**config.mk**
```make
export PLATFORM = sky130hd
export DESIGN_NAME = seq_detector_param
export DESIGN_NICKNAME = d
export VERILOG_FILES = /design/src/rtl/seq_detector_param.sv
export SDC_FILE = /design/constraint.sdc
export NUM_CORES = 1
export LEC_CHECK = 0
export ABC_AREA = 1
export CORE_ASPECT_RATIO = 0.6
export CORE_MARGIN = 4
export CORE_UTILIZATION = 50
export CTS_BUF_LIST = sky130_fd_sc_hd__clkbuf_4
export CTS_CLUSTER_DIAMETER = 150
export DETAILED_ROUTE_END_ITERATION = 6
export PLACE_DENSITY = 0.74
export SYNTH_ARGS = -nofsm -noshare
export SYNTH_HDL_FRONTEND = slang
export SYNTH_SLANG_ARGS = --single-unit
```
**constraint.sdc**
```tcl
create_clock -name clk -period 4.39 [get_ports clk]
set_input_delay 0.439 -clock clk [delete_from_list [all_inputs] [get_ports clk]]
set_output_delay 0.439 -clock clk [all_outputs]
set_load 0.005 [all_outputs]
```
**src/rtl/seq_detector_param.sv**
```systemverilog
// Programmable Moore serial pattern detector with a valid qualifier and a
// saturating match counter. The pattern, its length and the overlap mode are
// loaded at runtime through a config write port.
module seq_detector_param #(
    parameter int                 MAX_LEN     = 8,
    parameter logic [MAX_LEN-1:0] DEF_PATTERN = 8'b0001_0110,
    parameter int                 DEF_LEN     = 5,
    parameter bit                 DEF_OVERLAP = 1'b1,
    parameter int                 CNT_W       = 8,
    localparam int                LW          = $clog2(MAX_LEN + 1)
) (
    input  logic               clk,
    input  logic               rst,
    input  logic               cfg_we,
    input  logic [MAX_LEN-1:0] cfg_pattern,
    input  logic [LW-1:0]      cfg_len,
    input  logic               cfg_overlap,
    output logic               cfg_err,
    input  logic               in_valid,
    input  logic               j,
    input  logic               cnt_clr,
    output logic               w,
    output logic [CNT_W-1:0]   match_cnt,
    output logic               cnt_sat
);

    logic [MAX_LEN-1:0] hist_q, hist_d;
    logic [MAX_LEN-1:0] pattern_q;
    logic [MAX_LEN-1:0] len_mask;
    logic [LW-1:0]      fill_q, fill_inc;
    logic [LW-1:0]      len_q;
    logic               overlap_q;
    logic               w_q;
    logic               cfg_err_q;
    logic [CNT_W-1:0]   cnt_q;
    logic               sample;
    logic               match;
    logic               cfg_legal;

    always_comb begin
        sample    = in_valid && !cfg_we;
        hist_d    = {hist_q[MAX_LEN-2:0], j};
        fill_inc  = (fill_q >= LW'(MAX_LEN)) ? LW'(MAX_LEN) : fill_q + LW'(1);
        cfg_legal = (cfg_len != '0) && (cfg_len <= LW'(MAX_LEN));
        // Only the low len bits take part in the compare; the rest are don't-care.
        for (int i = 0; i < MAX_LEN; i++) begin
            len_mask[i] = (LW'(i) < len_q);
        end
        match = (fill_inc >= len_q) && (((hist_d ^ pattern_q) & len_mask) == '0);
    end

    always_ff @(posedge clk or posedge rst) begin
        if (rst) begin
            hist_q    <= '0;
            fill_q    <= '0;
            pattern_q <= DEF_PATTERN;
            len_q     <= LW'(DEF_LEN);
            overlap_q <= DEF_OVERLAP;
            w_q       <= 1'b0;
            cfg_err_q <= 1'b0;
            cnt_q     <= '0;
        end else begin
            // NOTE: non-blocking assignments so every register here sees the pre-edge values.
            cfg_err_q <= cfg_we && !cfg_legal;

            if (cfg_we) begin
                if (cfg_legal) begin
                    pattern_q <= cfg_pattern;
                    len_q     <= cfg_len;
                    overlap_q <= cfg_overlap;
                    hist_q    <= '0;
                    fill_q    <= '0;
                    w_q       <= 1'b0;
                end
            end else if (in_valid) begin
                hist_q <= hist_d;
                fill_q <= (match && !overlap_q) ? '0 : fill_inc;
                w_q    <= match;
            end

            if (cnt_clr) begin
                cnt_q <= '0;
            end else if (sample && match && !cnt_sat) begin
                cnt_q <= cnt_q + CNT_W'(1);
            end
        end
    end

    assign w         = w_q;
    assign cfg_err   = cfg_err_q;
    assign match_cnt = cnt_q;
    assign cnt_sat   = &cnt_q;

endmodule

```
## Word-level counts from Yosys, hierarchy flattened

Cells that the tools add are included.

- Div/mod/pow operators: 0
- Bitwise logic cells: 2
- Add/sub/neg operators: 2
- Multiply operators: 0
- $lt $le $gt $ge: 11
- Eq/ne operators: 1
- Mux-type cells: 13
- Reduce and logical (&&, ||, !) cells: 18
- Shifts and indexed selects: 0

Operator list:

| kind | count |
|---|---|
| $mux W7 | 3 |
| $mux W4 | 5 |
| $lt A3 B4 Y1 const A | 4 |
| $mux W8 | 2 |
| $add A8 B1 Y8 const B | 1 |
| $and A8 B8 Y8 | 1 |
| $logic_not A8 Y1 | 1 |
| $lt A1 B4 Y1 const A | 2 |
| $lt A2 B4 Y1 const A | 2 |
| $reduce_and A8 Y1 | 1 |
| $xor A8 B8 Y8 | 1 |
| $logic_and A1 B1 Y1 | 7 |
| $add A4 B1 Y4 const B | 1 |
| $ge A4 B4 Y1 | 1 |
| $ge A4 B4 Y1 const B | 1 |
| $le A4 B4 Y1 const B | 1 |
| $logic_not A1 Y1 | 4 |
| $reduce_and A2 Y1 | 2 |
| $reduce_bool A2 Y1 | 2 |
| $reduce_bool A4 Y1 | 1 |
| $mux W1 | 3 |
| $ne A2 B1 Y1 const B | 1 |

- Input bits: 19
- Memories: 0
- Memory bits (read-only): 0
- Output and inout bits: 11
- Register bits: 34
- Word-level logic and storage cells: 55
- Latch bits: 0
- Memory bits (writable): 0

## Logic depth before layout (Yosys ltp)

- Depth after elaboration: 8
- Mapped depth: 13
- Mapped depth without buffers: 13

## Worst setup path after synthesis

OpenSTA, ideal clock, no wires.

- Kind: flip-flop to flip-flop
- Start point: reg fill_q[0]
- End point: reg cnt_q[3], in the netlist match_cnt[3]
- Stages on the path, launching flop included: 14
- Buffers on the path: 0
- Library setup time: 0.065 ns
- Data arrival time: 1.774 ns
- Slack: 2.550 ns
- Required time: 4.325 ns
- Clock period less this slack: 1.840 ns
- Path through: dfrtp_1 > inv_1 > ha_1 > inv_1 > nor2_1 > ha_1 > inv_1 > nor2_1 > o21ai_0 > nand3_1 > nand4_2 > nor2_4 > nand3_1 > nand2_1

- Word-level cells in the longest chain between the ends: 7
- Elaborated cells on any way between the ends: 8
- Classes of those cells: add/sub: 1; order compare: 2; mux: 1; reduce/logical: 4

Ends and longest elaborated chain:

| what | line | RTL |
|---|---|---|
| start, declared | 30 | `logic [LW-1:0] fill_q, fill_inc;` |
| start signal, assigned | 77 | `fill_q <= (match && !overlap_q) ? '0 : fill_inc;` |
| $add A4 B1 Y4 / $ge A4 B4 Y1 (equally long branches) | 43 | `fill_inc = (fill_q >= LW'(MAX_LEN)) ? LW'(MAX_LEN) : fill_q + LW'(1);` |
| $mux W4 * | 43 |  |
| $ge A4 B4 Y1 * | 49 | `match = (fill_inc >= len_q) && (((hist_d ^ pattern_q) & len_mask) == '0);` |
| $logic_and A1 B1 Y1 * | 49 |  |
| $logic_and A1 B1 Y1 * (2 in a row) | 83 | `end else if (sample && match && !cnt_sat) begin` |
| $reduce_bool A2 Y1 (no source line) * | n/a |  |
| end signal, assigned | 84 | `cnt_q <= cnt_q + CNT_W'(1);` |
| end, declared | 35 | `logic [CNT_W-1:0] cnt_q;` |

Every way passes the cells marked *; elsewhere a longest branch is shown, timed or not.
A chain may end at the register's enable or synchronous reset.

## Worst setup path in the final report

- Start point: reg cnt_q[0], in the netlist match_cnt[0]
- End point: out cnt_sat

- Word-level cells in the longest chain between the ends: 1

Ends and longest elaborated chain:

| what | line | RTL |
|---|---|---|
| $reduce_and A8 Y1 | 92 | `assign cnt_sat = &cnt_q;` |
| end, declared | 24 | `output logic cnt_sat` |

Every way passes these cells.

==> impl_metrics.json <==
{
  "timing.critical_path.arrival_ns": 1.98,
  "cellLeakagePower_uw": 0.00123,
  "required_ns": 3.95,
  "synth_sequential_area_ratio_pct": 44.5,
  "comb_power_share_pct": 30.6,
  "post_cts.repair.setup_buffers": 0,
  "cts_tree": "yes",
  "cts.hold.buffers_added": 0,
  "clock_tree.htree_level_count": 2,
  "critPathLaunch": "match_cnt[0]",
  "slowest_stage": "clkdlybuf4s50_1",
  "num_rows": 17,
  "port_buffers": 29,
  "wire_per_inst_um": 12.2,
  "worstSetupPathDepth": 6,
  "run_status": "complete, no violations",
  "cellInternalPower_uw": 498,
  "post-synth-top-count-cell": "nand2_1",
  "final_hold_viol_count": 0,
  "synthArstFlopShare_pct": 100,
  "final_nets": 315,
  "netlist-cell-type-count": 23,
  "yosys_register_bits": 34,
  "cell_area_after_layout_um2": 2310,
  "post-route-min-period_ns": 2.42,
  "synth-edff-count": 0,
  "initial_util_pct": 52.4,
  "setup_viol": 0,
  "synthTopCellsByArea": "dfrtp_1 36%, nand2_1 15%, inv_1 8.8%",
  "min-delay-path-class": "input pin to async pin",
  "grt_max_degree": 23,
  "clock_slew_at_reported_path_ffs_ns": 0.10,
  "timing.setup.critical_path_class": "register to primary output",
  "final_core_utilization_pct": 62.8,
  "power_frac_clock_pct": 21.0,
  "crit_fanout": 4,
  "seq_power_share_pct": 48.4,
  "worst_r2r_path_depth": 13,
  "timing.critical_path.cells": "ha_1, nand2_1, inv_1, nand4_1, inv_1, clkdlybuf4s50_1",
  "cell_area_after_synthesis_um2": 1930,
  "clkSinkCount": 34,
  "cts-root-to-sink-buffers": 2,
  "setup.worst_path.start_class": "register",
  "syn_inst": 256,
  "layout_cell_share_with_drive_strength_beyond_1_pct": 8.28,
  "grt_pass1_vias": 1518,
  "grt_antenna_before_repair": 0,
  "core-area_um2": 3680,
  "drt_pass1_iterations": 4,
  "num_antenna_cells": 0,
  "fmax_mhz": 414,
  "layout_worst_path_cycle_share_pct": 55.1,
  "drt_drc_violations_left": 0,
  "clock_insertion_delay_at_the_later_pin_of_the_skew_report_ns": 0.35,
  "cpMostUsedCell": "inv_1",
  "route.vias.total": 1671,
  "boundaryPins": 30,
  "postCtsResizedCells": 0,
  "synth_common_cells": "77 x nand2_1, 45 x inv_1, 30 x nand3_1",
  "regToRegStartpoint": "fill_q[0]",
  "power_switching_uw": 273,
  "gr-total-overflow": 0,
  "dpl_cell_area_um2": 2260,
  "gpl.final_weighted_congestion": 0.810,
  "worst_slew_margin_rel_pct": 57.9,
  "clk_root_buffer_cell": "clkbuf_4",
  "fin_tns_setup_ns": 0,
  "max_stage_delay_ns": 0.53,
  "yosys_warnings": 0,
  "timing.critical_path.to": "cnt_sat",
  "synth_ff_type": "dfrtp_1",
  "route.antenna.remaining_nets": 0,
  "syn-num-nets": 282,
  "cellPowerDensity_nw_per_um2": 333,
  "syn_to_final_growth_pct": 20.0,
  "maxSlewViolCount": 0,
  "die_x_um": 88.1,
  "critical_path.reg2reg.endpoint": "match_cnt[6]",
  "yosys.area.top_type": "dfrtp_1",
  "worst_pin_slew_ns": 0.631,
  "worstPathBufferInverterCount": 3,
  "worstSetupEndpointType": "primary output",
  "power.share.switching_pct": 35.4,
  "die_area_um2": 4940,
  "count_of_maximum_capacitance_violations": 0,
  "detailed_place_hpwl_mm": 3.09,
  "routed_wirelength_mm": 4.10,
  "ff2ff_setup_slack_ns": 2.26,
  "yosys.area.top_type_share_pct": 36.4,
  "clock_skew_ns": 0.0121,
  "vdd_ir_drop_max_mv": 0.233,
  "cts_bufs_inserted": 5,
  "global_route_wire_length_before_repair_mm": 6.90,
  "drt_iter0_drc": 83,
  "vertical_die_dimension_um": 56.1,
  "syn_avg_cell_area_um2": 7.53,
  "rsz0062_at_grt": "false",
  "routed_via_density": 4.96,
  "fillers": 321,
  "total_power_uw": 771,
  "grt_usage_pct": 18.1,
  "critical-path-top-delay-family": "buffers and inverters"
}
layout by cell type, fill, tap and decap left out, drive strengths merged, types with 4 or more instances in the layout:
master	netlist	routed
o22ai	8	8
dfrtp	28	28
dfstp	6	6
clkdlybuf4s50	0	29
nor2	15	15
clkinv	1	4
nand2	79	79
ha	7	7
nand4	4	4
nand3	31	31
clkbuf	0	5
inv	47	47
o21ai	16	16
xor2	4	4
worst min-delay path by stage:
stage	cells after the start	to
2_1_floorplan	2	len_q[0]
3_3_place_gp	2	pattern_q[4]
3_5_place_dp	2	w
4_1_cts	2	match_cnt[1]
5_1_grt	2	w
6_report	2	match_cnt[0]
power groups by stage:
stage / Combinational [µW] / Sequential [µW] / Clock [µW]
3_3_place_gp: 224 / 379 / 0
3_5_place_dp: 233 / 379 / 0
6_report: 236 / 373 / 162
2_1_floorplan: 168 / 375 / 0
4_1_cts: 236 / 373 / 165
5_1_grt: 269 / 378 / 179
logic make-up after synthesis:
group / Yosys count / share of synthesized area [%]
and+or+nand+nor: 130 / 30.1
buffers and inverters: 52 / 10.4
DFF: 34 / 44.5
AOI/OAI and AO/OA: 27 / 7.66
adders and majority gates: 7 / 4.55
xor gates and xnor gates: 6 / 2.73
cell type report:
class	count	area, µm²	share of cell area (%)
Multi-Input combinational cell	170	868	37.6
Timing Repair Buffer	30	298	12.9
Clock inverter	3	11.3	0.487
Tap cell	47	58.8	2.54
Inverter	48	180	7.79
Clock buffer	5	37.5	1.62
Sequential cell	34	858	37.1
per-stage QoR:
step / worst slack [ns] / hold WS, ns / instances
6_report: 1.97 / 0.466 / 337
5_1_grt: 1.86 / 0.529 / 337
4_1_cts: 1.96 / 0.492 / 337
3_5_place_dp: 2.17 / 0.487 / 329
3_3_place_gp: 2.19 / 0.495 / 329
2_1_floorplan: 2.55 / 0.472 / 256
registers in the layout, summed over array words and instances, names as in the netlist:
register	count
len_q	4
w	1
fill_q	4
pattern_q	8
overlap_q	1
match_cnt	8
cfg_err	1
hist_q	7
routing by layer:
layer  share of wire, %  track usage (%)  up-vias  wire (µm)
li1                   -                -      866          -
met1                 53             27.6      754       2170
met2                 40             23.9       43       1630
met3                5.6             5.03        8        229
met4                1.7             6.90        0         69
met5                  0                0        -          0
Power figures use the tool's default switching activity.
